$ cat src/rtl/id_exe_stall_reg_if.sv
// ID/EXE stall register bus: ID-stage inputs, EXE-stage outputs and hazard/freeze controls.
// STALL_STATS_EN adds the stall_cycles / flush_count statistic outputs.
interface id_exe_stall_reg_if #(
    parameter int unsigned PAY_W = 140
);
    logic             freeze_mem;
    logic             hazard;
    logic             flush;
    logic [8:0]       id_ctrl;
    logic [PAY_W-1:0] id_payload;
    logic [3:0]       id_dest;
    logic [3:0]       id_src1;
    logic [3:0]       id_src2;

    logic [8:0]       exe_ctrl;
    logic [PAY_W-1:0] exe_payload;
    logic [3:0]       exe_dest;
    logic [3:0]       exe_src1;
    logic [3:0]       exe_src2;
    logic             exe_valid;
    logic             WB_EXE;
    logic             MEM_R_EN_EXE;
    logic             pc_freeze;
    logic             ifid_freeze;
    logic             ifid_flush;
    logic             stall_err;
`ifdef STALL_STATS_EN
    logic [31:0]      stall_cycles;
    logic [31:0]      flush_count;
`endif

    modport master (
`ifdef STALL_STATS_EN
        input  stall_cycles, flush_count,
`endif
        output freeze_mem, hazard, flush, id_ctrl, id_payload, id_dest, id_src1, id_src2,
        input  exe_ctrl, exe_payload, exe_dest, exe_src1, exe_src2, exe_valid,
               WB_EXE, MEM_R_EN_EXE, pc_freeze, ifid_freeze, ifid_flush, stall_err
    );

    modport slave (
`ifdef STALL_STATS_EN
        output stall_cycles, flush_count,
`endif
        input  freeze_mem, hazard, flush, id_ctrl, id_payload, id_dest, id_src1, id_src2,
        output exe_ctrl, exe_payload, exe_dest, exe_src1, exe_src2, exe_valid,
               WB_EXE, MEM_R_EN_EXE, pc_freeze, ifid_freeze, ifid_flush, stall_err
    );
endinterface

$ cat src/rtl/id_exe_stall_reg.sv
// ID/EXE pipeline register with load-use stall, branch flush, memory freeze and stall watchdog.
// Optional STALL_STATS_EN macro adds 32-bit stall/flush event counters.
module id_exe_stall_reg #(
    parameter int unsigned PAY_W     = 140,
    parameter int unsigned MAX_STALL = 3
) (
    input  logic               clk,
    input  logic               rst_n,
    id_exe_stall_reg_if.slave  bus
);
    localparam int unsigned CTRL_W = 9;
    localparam int unsigned REG_W  = 4;
    localparam int unsigned CNT_W  = 4;
    localparam logic [CNT_W-1:0] CNT_MAX   = '1;
    localparam logic [CNT_W-1:0] STALL_LIM = CNT_W'(MAX_STALL);

    typedef enum logic {RUN = 1'b0, STALL = 1'b1} state_e;

    state_e              state_q, state_d;
    logic [CTRL_W-1:0]   ctrl_q, ctrl_d;
    logic [PAY_W-1:0]    payload_q, payload_d;
    logic [REG_W-1:0]    dest_q, dest_d;
    logic [REG_W-1:0]    src1_q, src1_d;
    logic [REG_W-1:0]    src2_q, src2_d;
    logic                valid_q, valid_d;
    logic [CNT_W-1:0]    cnt_q, cnt_d;
    logic                err_q, err_d;
`ifdef STALL_STATS_EN
    logic [31:0]         stall_cycles_q, stall_cycles_d;
    logic [31:0]         flush_count_q, flush_count_d;
`endif

    // State and pipeline registers
    always_ff @(posedge clk or negedge rst_n) begin
        if (!rst_n) begin
            state_q   <= RUN;
            ctrl_q    <= '0;
            payload_q <= '0;
            dest_q    <= '0;
            src1_q    <= '0;
            src2_q    <= '0;
            valid_q   <= 1'b0;
            cnt_q     <= '0;
            err_q     <= 1'b0;
`ifdef STALL_STATS_EN
            stall_cycles_q <= '0;
            flush_count_q  <= '0;
`endif
        end else begin
            state_q   <= state_d;
            ctrl_q    <= ctrl_d;
            payload_q <= payload_d;
            dest_q    <= dest_d;
            src1_q    <= src1_d;
            src2_q    <= src2_d;
            valid_q   <= valid_d;
            cnt_q     <= cnt_d;
            err_q     <= err_d;
`ifdef STALL_STATS_EN
            stall_cycles_q <= stall_cycles_d;
            flush_count_q  <= flush_count_d;
`endif
        end
    end

    // Next state: freeze_mem > flush > hazard > load; payload is held under a bubble
    always_comb begin
        state_d   = state_q;
        ctrl_d    = ctrl_q;
        payload_d = payload_q;
        dest_d    = dest_q;
        src1_d    = src1_q;
        src2_d    = src2_q;
        valid_d   = valid_q;
        cnt_d     = cnt_q;
        err_d     = err_q;
`ifdef STALL_STATS_EN
        stall_cycles_d = stall_cycles_q;
        flush_count_d  = flush_count_q;
`endif
        if (bus.freeze_mem) begin
            state_d = state_q;
        end else if (bus.flush) begin
            ctrl_d  = '0;
            dest_d  = '0;
            src1_d  = '0;
            src2_d  = '0;
            valid_d = 1'b0;
            state_d = RUN;
            cnt_d   = '0;
`ifdef STALL_STATS_EN
            flush_count_d = flush_count_q + 32'd1;
`endif
        end else if (bus.hazard) begin
            ctrl_d  = '0;
            dest_d  = '0;
            src1_d  = '0;
            src2_d  = '0;
            valid_d = 1'b0;
            state_d = STALL;
            case (state_q)
                RUN:     cnt_d = CNT_W'(1);
                STALL:   cnt_d = (cnt_q == CNT_MAX) ? CNT_MAX : CNT_W'(cnt_q + 1'b1);
                default: cnt_d = '0;
            endcase
            err_d = err_q | (cnt_d >= STALL_LIM);
`ifdef STALL_STATS_EN
            stall_cycles_d = stall_cycles_q + 32'd1;
`endif
        end else begin
            ctrl_d    = bus.id_ctrl;
            payload_d = bus.id_payload;
            dest_d    = bus.id_dest;
            src1_d    = bus.id_src1;
            src2_d    = bus.id_src2;
            valid_d   = 1'b1;
            state_d   = RUN;
            cnt_d     = '0;
        end
    end

    // Freeze/flush are same-cycle from inputs, forced low while in reset
    assign bus.pc_freeze   = rst_n & (bus.freeze_mem | (~bus.flush & bus.hazard));
    assign bus.ifid_freeze = rst_n & (bus.freeze_mem | (~bus.flush & bus.hazard));
    assign bus.ifid_flush  = rst_n & ~bus.freeze_mem & bus.flush;

    assign bus.exe_ctrl     = ctrl_q;
    assign bus.exe_payload  = payload_q;
    assign bus.exe_dest     = dest_q;
    assign bus.exe_src1     = src1_q;
    assign bus.exe_src2     = src2_q;
    assign bus.exe_valid    = valid_q;
    assign bus.WB_EXE       = ctrl_q[8];
    assign bus.MEM_R_EN_EXE = ctrl_q[7];
    assign bus.stall_err    = err_q;
`ifdef STALL_STATS_EN
    assign bus.stall_cycles = stall_cycles_q;
    assign bus.flush_count  = flush_count_q;
`endif
endmodule

$ cat src/flat_wrapper.sv
// flat-port wrapper written by rule: the top's interface ports become plain ports
module id_exe_stall_reg_flat 
#(
    parameter int unsigned PAY_W     = 140,
    parameter int unsigned MAX_STALL = 3
)
  (clk, rst_n, bus_freeze_mem, bus_hazard, bus_flush, bus_id_ctrl, bus_id_payload, bus_id_dest, bus_id_src1, bus_id_src2, bus_exe_ctrl, bus_exe_payload, bus_exe_dest, bus_exe_src1, bus_exe_src2, bus_exe_valid, bus_WB_EXE, bus_MEM_R_EN_EXE, bus_pc_freeze, bus_ifid_freeze, bus_ifid_flush, bus_stall_err);
  id_exe_stall_reg_if #(.PAY_W(PAY_W)) bus_i ();
  input  logic clk;
  input  logic rst_n;
  input wire logic [$bits(bus_i.freeze_mem)-1:0] bus_freeze_mem;
  input wire logic [$bits(bus_i.hazard)-1:0] bus_hazard;
  input wire logic [$bits(bus_i.flush)-1:0] bus_flush;
  input wire logic [$bits(bus_i.id_ctrl)-1:0] bus_id_ctrl;
  input wire logic [$bits(bus_i.id_payload)-1:0] bus_id_payload;
  input wire logic [$bits(bus_i.id_dest)-1:0] bus_id_dest;
  input wire logic [$bits(bus_i.id_src1)-1:0] bus_id_src1;
  input wire logic [$bits(bus_i.id_src2)-1:0] bus_id_src2;
  output wire logic [$bits(bus_i.exe_ctrl)-1:0] bus_exe_ctrl;
  output wire logic [$bits(bus_i.exe_payload)-1:0] bus_exe_payload;
  output wire logic [$bits(bus_i.exe_dest)-1:0] bus_exe_dest;
  output wire logic [$bits(bus_i.exe_src1)-1:0] bus_exe_src1;
  output wire logic [$bits(bus_i.exe_src2)-1:0] bus_exe_src2;
  output wire logic [$bits(bus_i.exe_valid)-1:0] bus_exe_valid;
  output wire logic [$bits(bus_i.WB_EXE)-1:0] bus_WB_EXE;
  output wire logic [$bits(bus_i.MEM_R_EN_EXE)-1:0] bus_MEM_R_EN_EXE;
  output wire logic [$bits(bus_i.pc_freeze)-1:0] bus_pc_freeze;
  output wire logic [$bits(bus_i.ifid_freeze)-1:0] bus_ifid_freeze;
  output wire logic [$bits(bus_i.ifid_flush)-1:0] bus_ifid_flush;
  output wire logic [$bits(bus_i.stall_err)-1:0] bus_stall_err;
  assign bus_i.freeze_mem = bus_freeze_mem;
  assign bus_i.hazard = bus_hazard;
  assign bus_i.flush = bus_flush;
  assign bus_i.id_ctrl = bus_id_ctrl;
  assign bus_i.id_payload = bus_id_payload;
  assign bus_i.id_dest = bus_id_dest;
  assign bus_i.id_src1 = bus_id_src1;
  assign bus_i.id_src2 = bus_id_src2;
  assign bus_exe_ctrl = bus_i.exe_ctrl;
  assign bus_exe_payload = bus_i.exe_payload;
  assign bus_exe_dest = bus_i.exe_dest;
  assign bus_exe_src1 = bus_i.exe_src1;
  assign bus_exe_src2 = bus_i.exe_src2;
  assign bus_exe_valid = bus_i.exe_valid;
  assign bus_WB_EXE = bus_i.WB_EXE;
  assign bus_MEM_R_EN_EXE = bus_i.MEM_R_EN_EXE;
  assign bus_pc_freeze = bus_i.pc_freeze;
  assign bus_ifid_freeze = bus_i.ifid_freeze;
  assign bus_ifid_flush = bus_i.ifid_flush;
  assign bus_stall_err = bus_i.stall_err;
  id_exe_stall_reg #(.PAY_W(PAY_W), .MAX_STALL(MAX_STALL)) u_core (.clk(clk), .rst_n(rst_n), .bus(bus_i));
endmodule
$ cat config.mk
export PLATFORM = sky130hd
export DESIGN_NAME = id_exe_stall_reg_flat
export DESIGN_NICKNAME = d
export VERILOG_FILES = /design/src/rtl/id_exe_stall_reg_if.sv /design/src/rtl/id_exe_stall_reg.sv /design/src/flat_wrapper.sv
export SDC_FILE = /design/constraint.sdc
export NUM_CORES = 1
export LEC_CHECK = 0
export CAP_MARGIN = 20
export CORE_AREA = 8 8 154 156
export DETAILED_ROUTE_END_ITERATION = 8
export DIE_AREA = 0 0 162 164
export HOLD_SLACK_MARGIN = 0.02
export PLACE_DENSITY = 0.71
export SLEW_MARGIN = 10
export SYNTH_ARGS = -nofsm -noshare
export SYNTH_HDL_FRONTEND = slang
export SYNTH_SLANG_ARGS = --single-unit
export TNS_END_PERCENT = 10
$ cat constraint.sdc
create_clock -name clk -period 1.67 [get_ports clk]
set_input_delay 0.2505 -clock clk [delete_from_list [all_inputs] [get_ports clk]]
set_output_delay 0.2505 -clock clk [all_outputs]
set_load 0.05 [all_outputs]
* Yosys cells after proc, flatten, opt, wreduce, memory -nomap -nowiden *
Index checks and enable logic that the tools add are counted.

operators by class
  add/subtract/negate cells = 1
  $lt $le $gt $ge = 1
  equal/unequal tests = 1
  multiplexer cells = 19
  bitwise operators = 10
  reductions and logical operators = 2

operator list
  cell                                                  number
  two-way mux 4 bit                                     12
  two-way mux 9 bit                                     2
  one-hot mux 4 bit (2 select lines)                    1
  AND reduction 3 bit                                   2
  adder 4 x 1 -> 4 bit (second input constant)          1
  bitwise AND 1 bit                                     4
  == test 4 bit (second input constant)                 1
  >= comparator 4 x 2 -> 1 bit (second input constant)  1
  two-way mux 1 bit                                     4
  NOT 1 bit                                             4
  OR 1 bit                                              2

storage, ports and cells
  register bits after elaboration = 168
  input port bits = 166
  logic and storage cells = 43

* Longest topological paths before layout *
  depth after elaboration = 8
  depth in mapped cells = 4
  mapped depth without buffers = 4

* Worst setup path after synthesis *
Ideal clock, no wire load.

  kind = input port to output port
  start point = input bus_freeze_mem
  end point = output bus_pc_freeze
  data arrival time = 2.181 ns
  path slack = -0.761 ns
  stages = 4
  buffers on the path = 2
  cell sequence = clkbuf_1 > inv_1 > a21boi_0 > buf_4

on the way
  longest elaborated chain between the ends = 2

RTL lines
  what                line                source
  start: declaration  flat_wrapper.sv:11  input wire logic [$bits(bus_i.freeze_mem)-1:0] bus_freeze_mem;
  OR 1 bit            --
  bitwise AND 1 bit   --
  end: declaration    flat_wrapper.sv:27  output wire logic [$bits(bus_i.pc_freeze)-1:0] bus_pc_freeze;

No other way between the ends.

* Worst setup path in the final report *
  start point = input bus_hazard
  end point = output bus_ifid_freeze

on the way
  longest elaborated chain between the ends = 3

RTL lines
  what                line                     source
  start: declaration  flat_wrapper.sv:12       input wire logic [$bits(bus_i.hazard)-1:0] bus_hazard;
  bitwise AND 1 bit   id_exe_stall_reg.sv:124  assign bus.ifid_freeze = rst_n & (bus.freeze_mem | (~bus.flush & bus.hazard));
  OR 1 bit            id_exe_stall_reg.sv:124
  bitwise AND 1 bit   id_exe_stall_reg.sv:124
  end: declaration    flat_wrapper.sv:28       output wire logic [$bits(bus_i.ifid_freeze)-1:0] bus_ifid_freeze;

No other way between the ends.

==> results.md <==
* Status: completed
* Hold Crit Class: in2reg
* WL per Instance at 17.97 um
* RSZ-0062 raised after global routing: false
* TritonCTS Sinks at 168
* Post-synthesis cell count at 383
* DR pass1 iterations at 4
* Vias per cell at 4.428
* First-pass GRT wire length at 28,970 um
* Final Hold Vio Count at 0
* Period utilisation layout at 97.19%
* CP top delay family: buffers and inverters
* Final wirelength at 18,570 um
* Most common library cells after synthesis: dfrtp_1 (168), mux2_2 (82), mux2_1 (58), a22o_1 (22)
* Worst Path Arrival at 1370 ps
* Largest net degree at the start of global routing at 113
* Worst path slowest cell: clkdlybuf4s50_1
* Die width at 162 um
* Vias in the first global route at 5,142
* Leading area contributor after synthesis: dfrtp_1
* Layout Cells excl Fill at 1,033
* Synth top area share at 66.75%
* Max rail drop VDD at 0.0006176 V
* Overall Global Routing Usage at 13.83%
* Post-route ant nets at 0
* Max FO, Critical Path at 2
* Port buffer count at 333
* Initial Util at 29.50%
* Residual DRC at 0
* Utilization after layout at 48.16%
* Startpoint Class: primary input
* CTS tree: built
* Syn_nets at 550
* Worst path cell trace: clkdlybuf4s50_1, buf_4, nand2b_4, a21boi_4, buf_12
* WP data required at 1420 ps
* Cell types occupying the most area after synthesis: dfrtp_1 (67%), mux2_2 (15%), mux2_1 (10%), a22o_1 (3.1%), buf_4 (1.2%)
* Tmin final at 1623 ps
* Most used flip-flop cell after synthesis: dfrtp_1
* Max stage delay on crit path at 520 ps
* Root Buffer: clkbuf_16
* DP Wirelength at 14,630 um
* Number of H-tree levels at 4
* Max cap viols at 0
* # diodes at 0
* Setup Fix Bufs, Post-CTS at 0
* Layout cells sized above 1 at 41.43%
* Worst-Margin Slew at 723.1 ps
* Clock Skews at 6.151 ps
* Pwr/cell area at 1333 nW/um2
* Share of the yosys chip area belonging to registers at 66.75%
* Power Total at 13.70 mW
* # rows at 54
* Number of synthesized register bits at 168
* Worst Hold Slack at 433.1 ps
* Die ar. at 26,570 um2
* CTS Buf Count at 17
* Syn avg cell area at 16.45 um2
* CORE AREA at 21,350 um2
* Worst-path clk slew at 70 ps
* Routability cong. at 0.7611
* DRT iter0 DRCs at 202
* Slew Limit Headroom at 51.79%
* Max-slew violations at 0
* Distinct cell type count after synthesis at 27
* WP buf/inv at 3
* Vias at 4,574
* Synth async-reset ratio at 100.0%
* Grt total ovfl at 0
* Fin nets at 907
* Leak at 4.655 nW
* Crit Path Category: in2out
* Post-synth EDFFs at 0
* Crit. End Element: primary output
* Dpl cells at 999
* Top Ports at 334
* Synth Warn # at 0
* Die height at 164 um
* Post-Syn Area at 6299 um2
* Initial antenna violation count at 0
* Clk_lat worst skew at 410 ps
* Most frequent cell after synthesis: dfrtp_1
* Area Overhead vs Synth at 63.25%
* # setup viols final at 0
* Clock Tree Buf Depth at 2
* Fmax achieved at 616.1 MHz
==> placed cells by master, fill, tap and decap left out, types with 2 or more instances in the layout <==
master | netlist | routed
a21oi_1 | 4 | 4
a22o_1 | 22 | 22
buf_12 | 0 | 5
buf_4 | 10 | 189
buf_6 | 0 | 2
clkbuf_1 | 3 | 2
clkbuf_16 | 0 | 17
clkdlybuf4s50_1 | 0 | 162
clkinv_4 | 0 | 3
clkinvlp_4 | 0 | 4
dfrtp_1 | 168 | 168
dlygate4sd2_1 | 0 | 2
dlygate4sd3_1 | 0 | 2
inv_6 | 0 | 3
mux2_1 | 58 | 58
mux2_2 | 82 | 82
nand2_1 | 4 | 4
o21ai_0 | 3 | 3
==> path summary, 6_finish.rpt <==
path | start | end | slack (ps) | cells past startpoint
worst min-delay path | bus_id_src2[2] | u_core.bus.exe_src2[2] | 430 | 2
min in group asynchronous | rst_n | u_core.bus.exe_ctrl[1] | 540 | 3
worst max register to register | u_core.cnt_q[0] | u_core.cnt_q[1] | 340 | 3
worst min register to register | u_core.bus.exe_payload[80] | u_core.bus.exe_payload[80] | 490 | 1
worst max-delay path | bus_hazard | bus_ifid_freeze | 50 | 5
max in group asynchronous | rst_n | u_core.bus.exe_payload[30] | 580 | 3
==> per-stage QoR <==
stage          setup WS [ps]  setup TNS, ps  area, um2
2_1_floorplan          133.5              0       6310
3_3_place_gp          -226.0         -26450       9706
3_5_place_dp          -237.6         -26160       9706
4_1_cts                13.20              0      10270
5_1_grt                9.678              0      10280
6_report               46.97              0      10280
==> cell type report <==
class                           instances  area [um2]
Inverter                                1       3.754
Clock buffer                           19       432.9
Multi-Input combinational cell        190        1976
Clock inverter                         13       115.1
Sequential cell                       168        4204
Timing Repair Buffer                  362        3201
Fill cell                            1976       11070
Tap cell                              280       350.3
==> cells by family (layout without fill, tap and decap cells) <==
logic type | after synthesis | in the layout | synth area share [%]
adder cells (fa/ha/maj) | 1 | 1 | 0.1986
buffers and inverters | 25 | 395 | 2.284
flip-flops | 168 | 168 | 66.75
AO/OA/AOI/OAI | 38 | 38 | 4.748
AND/OR/NAND/NOR | 11 | 11 | 0.9931
multiplexers | 140 | 140 | 25.03
==> registers in the layout, summed over array words and instances (netlist names) <==
name / count
u_core.bus.exe_payload: 140
u_core.bus.exe_valid: 1
u_core.bus.exe_dest: 4
u_core.bus.exe_src2: 4
u_core.cnt_q: 4
u_core.bus.stall_err: 1
u_core.state_q: 1
u_core.bus.exe_src1: 4
u_core.bus.exe_ctrl: 9
==> worst register-to-register path: stages (launching register included) <==
cell and delay (ps):
dfrtp_1 440, ha_1 310, a31o_2 270, a22o_1 200
==> metal layers <==
layer	wire length, um	track usage [%]
met1	7285	15.47
met2	9038	23.26
met3	2044	6.516
met4	200	3.956
met5	0	0
==> report_power, final <==
part | internal (mW) | total, mW | switching [mW]
clock network | 1.95 | 3.66 | 1.71
registers | 4.75 | 5.10 | 0.354
logic | 1.72 | 4.95 | 3.22
total | 8.42 | 13.7 | 5.29
==> repair_timing <==
item,in CTS,in global routing
endpoints found under the setup margin,3,2
gates resized for setup,3,1
hold buffers,2,0
pin swaps,1,1
cloned,0,0
endpoints found under the hold margin,112,0
Power figures use the tool's default switching activity.
